**src/rtl/pc_pkg.sv**
```systemverilog
// Shared types and constants for the LEGv8 program-counter stage.
package pc_pkg;

    // Branch class coming from decode/branch-resolve. 2'b11 is reserved
    // and behaves like BR_NONE.
    typedef enum logic [1:0] {
        BR_NONE   = 2'b00,
        BR_UNCOND = 2'b01,
        BR_COND   = 2'b10
    } br_type_t;

    // PC stage control state.
    typedef enum logic [1:0] {
        BOOT   = 2'b00,
        RUN    = 2'b01,
        HALTED = 2'b10
    } pc_state_t;

    // Size of one LEGv8 instruction in bytes.
    localparam int INSTR_BYTES = 4;

endpackage

```
**src/rtl/branch_target_gen.sv**
```systemverilog
// Branch target adder: sign-extends the word offset of the selected
// branch form, converts it to a byte offset and adds it to the branch PC.
module branch_target_gen (
    input  logic [63:0] i_br_pc,
    input  logic        i_sel_uncond,
    input  logic [25:0] i_imm26,
    input  logic [18:0] i_imm19,
    output logic [63:0] o_target
);

    logic [63:0] w_imm_sext;

    // Pick the offset field (B uses imm26, CBZ/CBNZ use imm19), scale by 4, add to br_pc.
    always_comb begin
        if (i_sel_uncond) begin
            w_imm_sext = {{38{i_imm26[25]}}, i_imm26};
        end else begin
            w_imm_sext = {{45{i_imm19[18]}}, i_imm19};
        end
        o_target = i_br_pc + {w_imm_sext[61:0], 2'b00};
    end

endmodule

```
**src/rtl/pc_branch_unit.sv**
```systemverilog
// Program-counter stage: holds the fetch PC, steps it on accepted fetches,
// redirects on taken branches with a one-cycle flush pulse, and counts
// taken branches in a saturating counter.
//
// Handshake: the PC in pc_out is offered to fetch whenever pc_valid=1; a
// fetch is accepted on a posedge where pc_valid=1 and fetch_ready=1, and
// pc_out moves to pc_out+4 on that edge. A taken branch wins over the
// handshake and loads the target whether or not fetch was ready.
module pc_branch_unit
    import pc_pkg::*;
#(
    parameter logic [63:0] RESET_PC = 64'h0,
    parameter int          CNT_W    = 32
) (
    input  logic             clk,
    input  logic             reset_n,
    input  logic             fetch_ready,
    output logic [63:0]      pc_out,
    output logic             pc_valid,
    input  logic             br_valid,
    input  logic [1:0]       br_type,
    input  logic [63:0]      br_pc,
    input  logic [25:0]      br_imm26,
    input  logic [18:0]      br_imm19,
    input  logic             br_cond,
    input  logic             halt,
    output logic             flush,
    output logic [CNT_W-1:0] taken_cnt,
    output pc_state_t        o_dbg_state
);

    pc_state_t        r_state;
    logic [63:0]      r_pc;
    logic             r_valid;
    logic             r_flush;
    logic [CNT_W-1:0] r_cnt;

    logic             w_is_uncond;
    logic             w_is_cond;
    logic             w_taken;
    logic [63:0]      w_target;

    // Decode whether the resolved branch redirects the PC.
    always_comb begin
        w_is_uncond = (br_type == BR_UNCOND);
        w_is_cond   = (br_type == BR_COND);
        w_taken     = br_valid & (w_is_uncond | (w_is_cond & br_cond));
    end

    branch_target_gen u_target_gen (
        .i_br_pc      (br_pc),
        .i_sel_uncond (w_is_uncond),
        .i_imm26      (br_imm26),
        .i_imm19      (br_imm19),
        .o_target     (w_target)
    );

    // Control FSM with PC register, flush pulse and saturating taken counter.
    always_ff @(posedge clk or negedge reset_n) begin
        if (!reset_n) begin
            r_state <= BOOT;
            r_pc    <= RESET_PC;
            r_valid <= 1'b0;
            r_flush <= 1'b0;
            r_cnt   <= '0;
        end else begin
            case (r_state)
                BOOT: begin
                    r_state <= RUN;
                    r_valid <= 1'b1;
                    r_flush <= 1'b0;
                end
                RUN: begin
                    if (halt) begin
                        // Halt wins over any branch resolved in the same cycle.
                        r_state <= HALTED;
                        r_valid <= 1'b0;
                        r_flush <= 1'b0;
                    end else if (w_taken) begin
                        r_pc    <= w_target;
                        r_flush <= 1'b1;
                        if (r_cnt != {CNT_W{1'b1}}) begin
                            r_cnt <= r_cnt + CNT_W'(1);
                        end
                    end else begin
                        r_flush <= 1'b0;
                        if (fetch_ready) begin
                            r_pc <= r_pc + 64'(INSTR_BYTES);
                        end
                    end
                end
                HALTED: begin
                    r_valid <= 1'b0;
                    r_flush <= 1'b0;
                end
                default: begin
                    r_state <= BOOT;
                    r_valid <= 1'b0;
                    r_flush <= 1'b0;
                end
            endcase
        end
    end

    assign pc_out      = r_pc;
    assign pc_valid    = r_valid;
    assign flush       = r_flush;
    assign taken_cnt   = r_cnt;
    assign o_dbg_state = r_state;

endmodule
```
**config.mk**
```make
export PLATFORM = sky130hd
export DESIGN_NAME = pc_branch_unit
export DESIGN_NICKNAME = d
export VERILOG_FILES = /design/src/rtl/pc_pkg.sv /design/src/rtl/branch_target_gen.sv /design/src/rtl/pc_branch_unit.sv
export SDC_FILE = /design/constraint.sdc
export NUM_CORES = 1
export LEC_CHECK = 0
export CORE_MARGIN = 1.5
export CORE_UTILIZATION = 52
export CTS_CLUSTER_DIAMETER = 60
export DETAILED_ROUTE_END_ITERATION = 6
export PLACE_DENSITY = 0.84
export SYNTH_ARGS = -nofsm -noshare
export SYNTH_HDL_FRONTEND = slang
export SYNTH_SLANG_ARGS = --single-unit
```
**constraint.sdc**
```tcl
create_clock -name clk -period 3.25 [get_ports clk]
set_input_delay 0.65 -clock clk [delete_from_list [all_inputs] [get_ports clk]]
set_output_delay 0.65 -clock clk [all_outputs]
set_load 0.01 [all_outputs]
```
==> impl_results.md, run 1 <==
- Total CTS buffers: 9
- Synth top area share: 0.2646
- Largest net degree at the start of global routing: 59
- Die height: 137.9 µm
- Cell Area, Placed: 14010 µm²
- Yosys warns: 0
- Global placement routability congestion: 0.9529
- Post-Syn Area: 9458 µm²
- Synth async-reset ratio: 1.000
- Outcome: did not finish
- First Error: [ERROR GRT-0232] Routing congestion too high. Check the congestion heatmap in the GUI.
- EDFF count, synth: 0
- Die X: 137.9 µm
- Antenna violations before repair: 4
- Ys flop type: dfrtp_1
- Gr usage total: 0.6913
- Number of synthesized register bits: 100
- Synth Area per Inst: 7.471 µm²
- Clk root buf: clkbuf_16
- Synth cell types: 75
- Syn Nets: 1453
- I/O pins: 217
- Worst EP Category: sequential cell input
- Post-cts hold buffer count: 0
- Synthesized instance count: 1266
- Stop stage: global routing (5_1_grt)
- Dominant cell type by area after synthesis: dfrtp_1
- Site Rows: 49
- H-tree depth: 3
- GRT worst endpoint: pc_out[60]$_DFFE_PN0P_/D
- CTS max path bufs: 2
- Post-DP HPWL: 27080 µm
- Port buffer count: 216
- Sequential area share after synthesis: 0.2646
- # clock sinks: 100
- Total gr overflow: 14
- Synth area leaders: dfrtp_1 (26%), ha_1 (9.1%), a21oi_1 (8.7%)
- Initial core utilization: 0.5283
cell usage after synthesis (28+ instances only):
library cell / instances
nand2_1: 192
a21oi_1: 164
dfrtp_1: 100
nor2_1: 89
o21ai_0: 83
ha_1: 69
xnor2_1: 63
nand3_1: 51
clkbuf_1: 46
nand4_1: 42
a21o_1: 33
inv_1: 29
nor3_1: 28
per-layer routing:
| layer | GRT overflow | global-route usage |
|---|---|---|
| met5 | 0 | 0.1750 |
| met4 | 10 | 0.6777 |
| met3 | 0 | 0.5322 |
| met2 | 4 | 0.8776 |
| met1 | 0 | 0.6846 |
logic make-up after synthesis:
group	after synthesis	share of synthesized area
buffers and inverters	93	0.03823
multiplexers	6	0.006747
AO/OA/AOI/OAI	410	0.2618
AND/OR/NAND/NOR	504	0.2584
adder cells (fa/ha/maj)	70	0.09340
XOR/XNOR	83	0.07686
flip-flops	100	0.2646
timing repair:
item,in CTS
buffers inserted,32
endpoints found under the setup margin,50
resized for setup,149
pin swaps,73
gates cloned,3
through the flow:
stage               instances  utilization  setup TNS (ns)  hold WS, ns  setup slack (ns)
CTS                      1960       0.8584          -6.346       0.3426           -0.4480
floorplan                1266            -          -27.68       0.3544            -1.244
detailed placement       1912       0.7825          -45.12       0.4835            -1.266
global placement         1912       0.7825          -40.49       0.4582            -1.098
==> run 2: changes to the inputs <==
- CORE_UTILIZATION: 52 -> 40
- CTS_CLUSTER_DIAMETER: 60 -> default
- PLACE_DENSITY: 0.84 -> default
- PLACE_DENSITY_LB_ADDON: default -> 0.15
==> impl_results.md, run 2 <==
- Yosys warns: 0 (unchanged)
- Fin crit period: 3.747 ns
- Port buffer count: 216 (unchanged)
- Final setup vio count: 33
- Wire per inst: 17.63 µm
- Die height: 156.8 µm (+14%)
- Vias per std cell: 5.655
- End-of-flow core utilization: 0.7065
- Die area: 24580 µm²
- Outcome: finished, violations left
- Failing checks: negative setup slack
- EDFF count, synth: 0 (unchanged)
- Ys flop type: dfrtp_1
- Placed Cells: 2002 (+4.7%)
- Post-cts hold buffer count: 0 (unchanged)
- Post-route ant nets: 0
- Number of synthesized register bits: 100 (unchanged)
- Most frequent cell after synthesis: nand2_1
- Sequential area share after synthesis: 0.2646 (unchanged)
- Synthesized instance count: 1266 (unchanged)
- Max-cap viol count: 0
- CORE AREA: 23330 µm²
- CTS max path bufs: 2 (unchanged)
- RSZ-0062 raised after global routing: yes
- Tightest Pin Transition: 0.7143 ns
- Synth Area in Compound Gates: 0.2618 (unchanged)
- Synth area leaders: dfrtp_1 (26%), ha_1 (9.1%), a21oi_1 (8.7%)
- # clock sinks: 100 (unchanged)
- Worst min-delay path category: input port to async pin
- Post-Syn Area: 9458 µm² (unchanged)
- Multiplexer share of the synthesized area: 0.006747 (unchanged)
- Synth Area in Simple Gates: 0.2584 (unchanged)
- Most frequent cells in the layout: buf_4 (278), clkdlybuf4s50_1 (211), nand2_1 (168)
- Slew HR: 0.5238
- Nets: 1951
- Layout cell share with drive strength beyond 1: 0.3282
- Initial core utilization: 0.4054 (-0.1230)
- Synth top cells by count: nand2_1 (192), a21oi_1 (164), dfrtp_1 (100)
- First-pass GRT wire length: 55870 µm
- Achievable clock frequency: 266.9 MHz
- Residual DRC: 0
- Synth Area per Inst: 7.471 µm² (unchanged)
- Syn Nets: 1453 (unchanged)
- Drt first pass iters: 7
- Commonest non-fill, non-tap cell in the layout: buf_4
- Routed vias: 11800
- Crit path launch type: input port
- Largest net degree at the start of global routing: 75
- Max FFs per register: 64
- Gr usage total: 0.2841
- Clk root buf: clkbuf_16
- Clock Skew: 0.01009 ns
- Clk pin slew, worst setup/hold paths: 0.07 ns
- R2r setup slk: 0.41 ns
- Final WS setup: -0.4971 ns
- VDD IR max: 0.4195 mV
- CP Capture Type: register
- Hold_ws: 0.3407 ns
- R2R Path Start: pc_out[24]
- Vias in the first global route: 11270
- P per Cell Area: 486.8 nW/µm²
- Dominant cell type by area after synthesis: dfrtp_1
- Final non-filler cell total: 2087
- Worst path required time: 3.52 ns
- Worst reg2reg path endpoint: pc_out[63]
- Largest family of logic cells by synthesized area: compound AO/OA/AOI/OAI gates
- Final WL: 36800 µm
- Die X: 156.8 µm (+14%)
- CP arrival: 4.02 ns
- Later-pin clock latency in the skew report: 0.35 ns
- Post-DP HPWL: 26340 µm (-2.7%)
- CP Max Fanout: 5
- I/O pins: 217 (unchanged)
- Initial DRC Count: 969
- Synth cell types: 75 (unchanged)
- Synth Area in XOR/XNOR: 0.07686 (unchanged)
- Synth top area share: 0.2646 (unchanged)
- Antenna violations before repair: 0
- Period utilisation layout: 1.153
- Synth async-reset ratio: 1.000 (unchanged)
- R2R depth: 9
- Total gr overflow: 0
- Fin. max-slew vios: 0
- Global placement routability congestion: 0.9310 (-2.3%)
- Site Rows: 56 (+14%)
- Hold Vio Cnt, Final: 0
- H-tree depth: 3 (unchanged)
- CTS tree: yes
- CP Class: input port to register
- Synth Area in Adders: 0.09340 (unchanged)
- P&R area growth vs syn: 74.30%
- Total CTS buffers: 9 (unchanged)
- P_leak: 6.972 nW
==> run 2: cell counts after synthesis <==
Identical to the previous run, type by type.
==> run 2: routing by layer <==
metal,global-route usage,routed length (µm),vias to the layer above
met5,0,0,-
met4,0.08526,1028,0
met3,0.03295,2052,78
met2,0.5084,18540,458
met1,0.3559,15180,5647
li1,-,-,5620
==> run 2: kinds of logic (layout without fill, tap and decap cells) <==
kind of cell	count (synthesis)	in the layout
adder cells (fa/ha/maj)	70	70
flip-flops	100	100
other	0	1
buffers and inverters	93	594
AND/OR/NAND/NOR	504	504
XOR/XNOR	83	83
multiplexers	6	6
AO/OA/AOI/OAI	410	410
==> run 2: worst max path at each step <==
stage,depth (start not counted),start,slack (ns),endpoint
2_1_floorplan,18,br_type[1],-1.24,pc_out[56]
3_3_place_gp,17,br_type[0],-1.37,pc_out[59]
3_5_place_dp,17,br_type[0],-1.40,pc_out[59]
4_1_cts,18,br_type[1],-0.46,pc_out[56]
5_1_grt,18,br_type[1],-0.58,pc_out[56]
6_report,18,br_type[1],-0.50,pc_out[56]
==> run 2: power by group <==
| part | internal (mW) | switching, mW | total [mW] |
|---|---|---|---|
| registers | 1.67 | 0.688 | 2.35 |
| logic | 2.43 | 2.13 | 4.56 |
| clock network | 0.634 | 0.480 | 1.11 |
==> run 2: metrics by stage <==
step           instance area [µm²]  power, mW  setup TNS, ns  setup WS (ns)
6_report                     16480      8.025         -7.936        -0.4971
3_3_place_gp                 14100      6.138         -47.52         -1.374
3_5_place_dp                 14100      6.203         -49.51         -1.404
5_1_grt                      16480      8.471         -11.86        -0.5844
2_1_floorplan                 9776      3.985         -27.68         -1.244
4_1_cts                      15630      7.703         -8.617        -0.4583
==> run 2: cell type report <==
class,instances,area [µm²]
Clock inverter,3,47.55
Timing Repair Buffer,550,5032
Multi-Input combinational cell,1073,8129
Sequential cell,100,2502
Inverter,30,118.9
Tap cell,319,399.1
Clock buffer,11,252.7
Antenna cell,1,2.502
Fill cell,1823,6848
==> run 2: worst max-delay path, cell delays in order <==
cell        delay, ns
buf_8            0.10
nand2b_4         0.17
and2_4           0.16
a21oi_4          0.14
clkinvlp_4       0.16
buf_6            0.17
buf_16           0.14
ha_4             0.28
nand3_4          0.08
nor3_4           0.23
nand3_2          0.11
or3_1            0.34
o32a_1           0.24
a31o_4           0.27
o31ai_4          0.35
a21oi_2          0.10
xor2_1           0.15
o211ai_1         0.16
==> run 2: what timing repair did <==
action,CTS,global route
resized for setup,184,133
setup buffers,39,41
cloned,3,0
setup endpoints to repair,49,49
pin swaps,120,123
No activity file was read; power rests on OpenSTA's default activity.
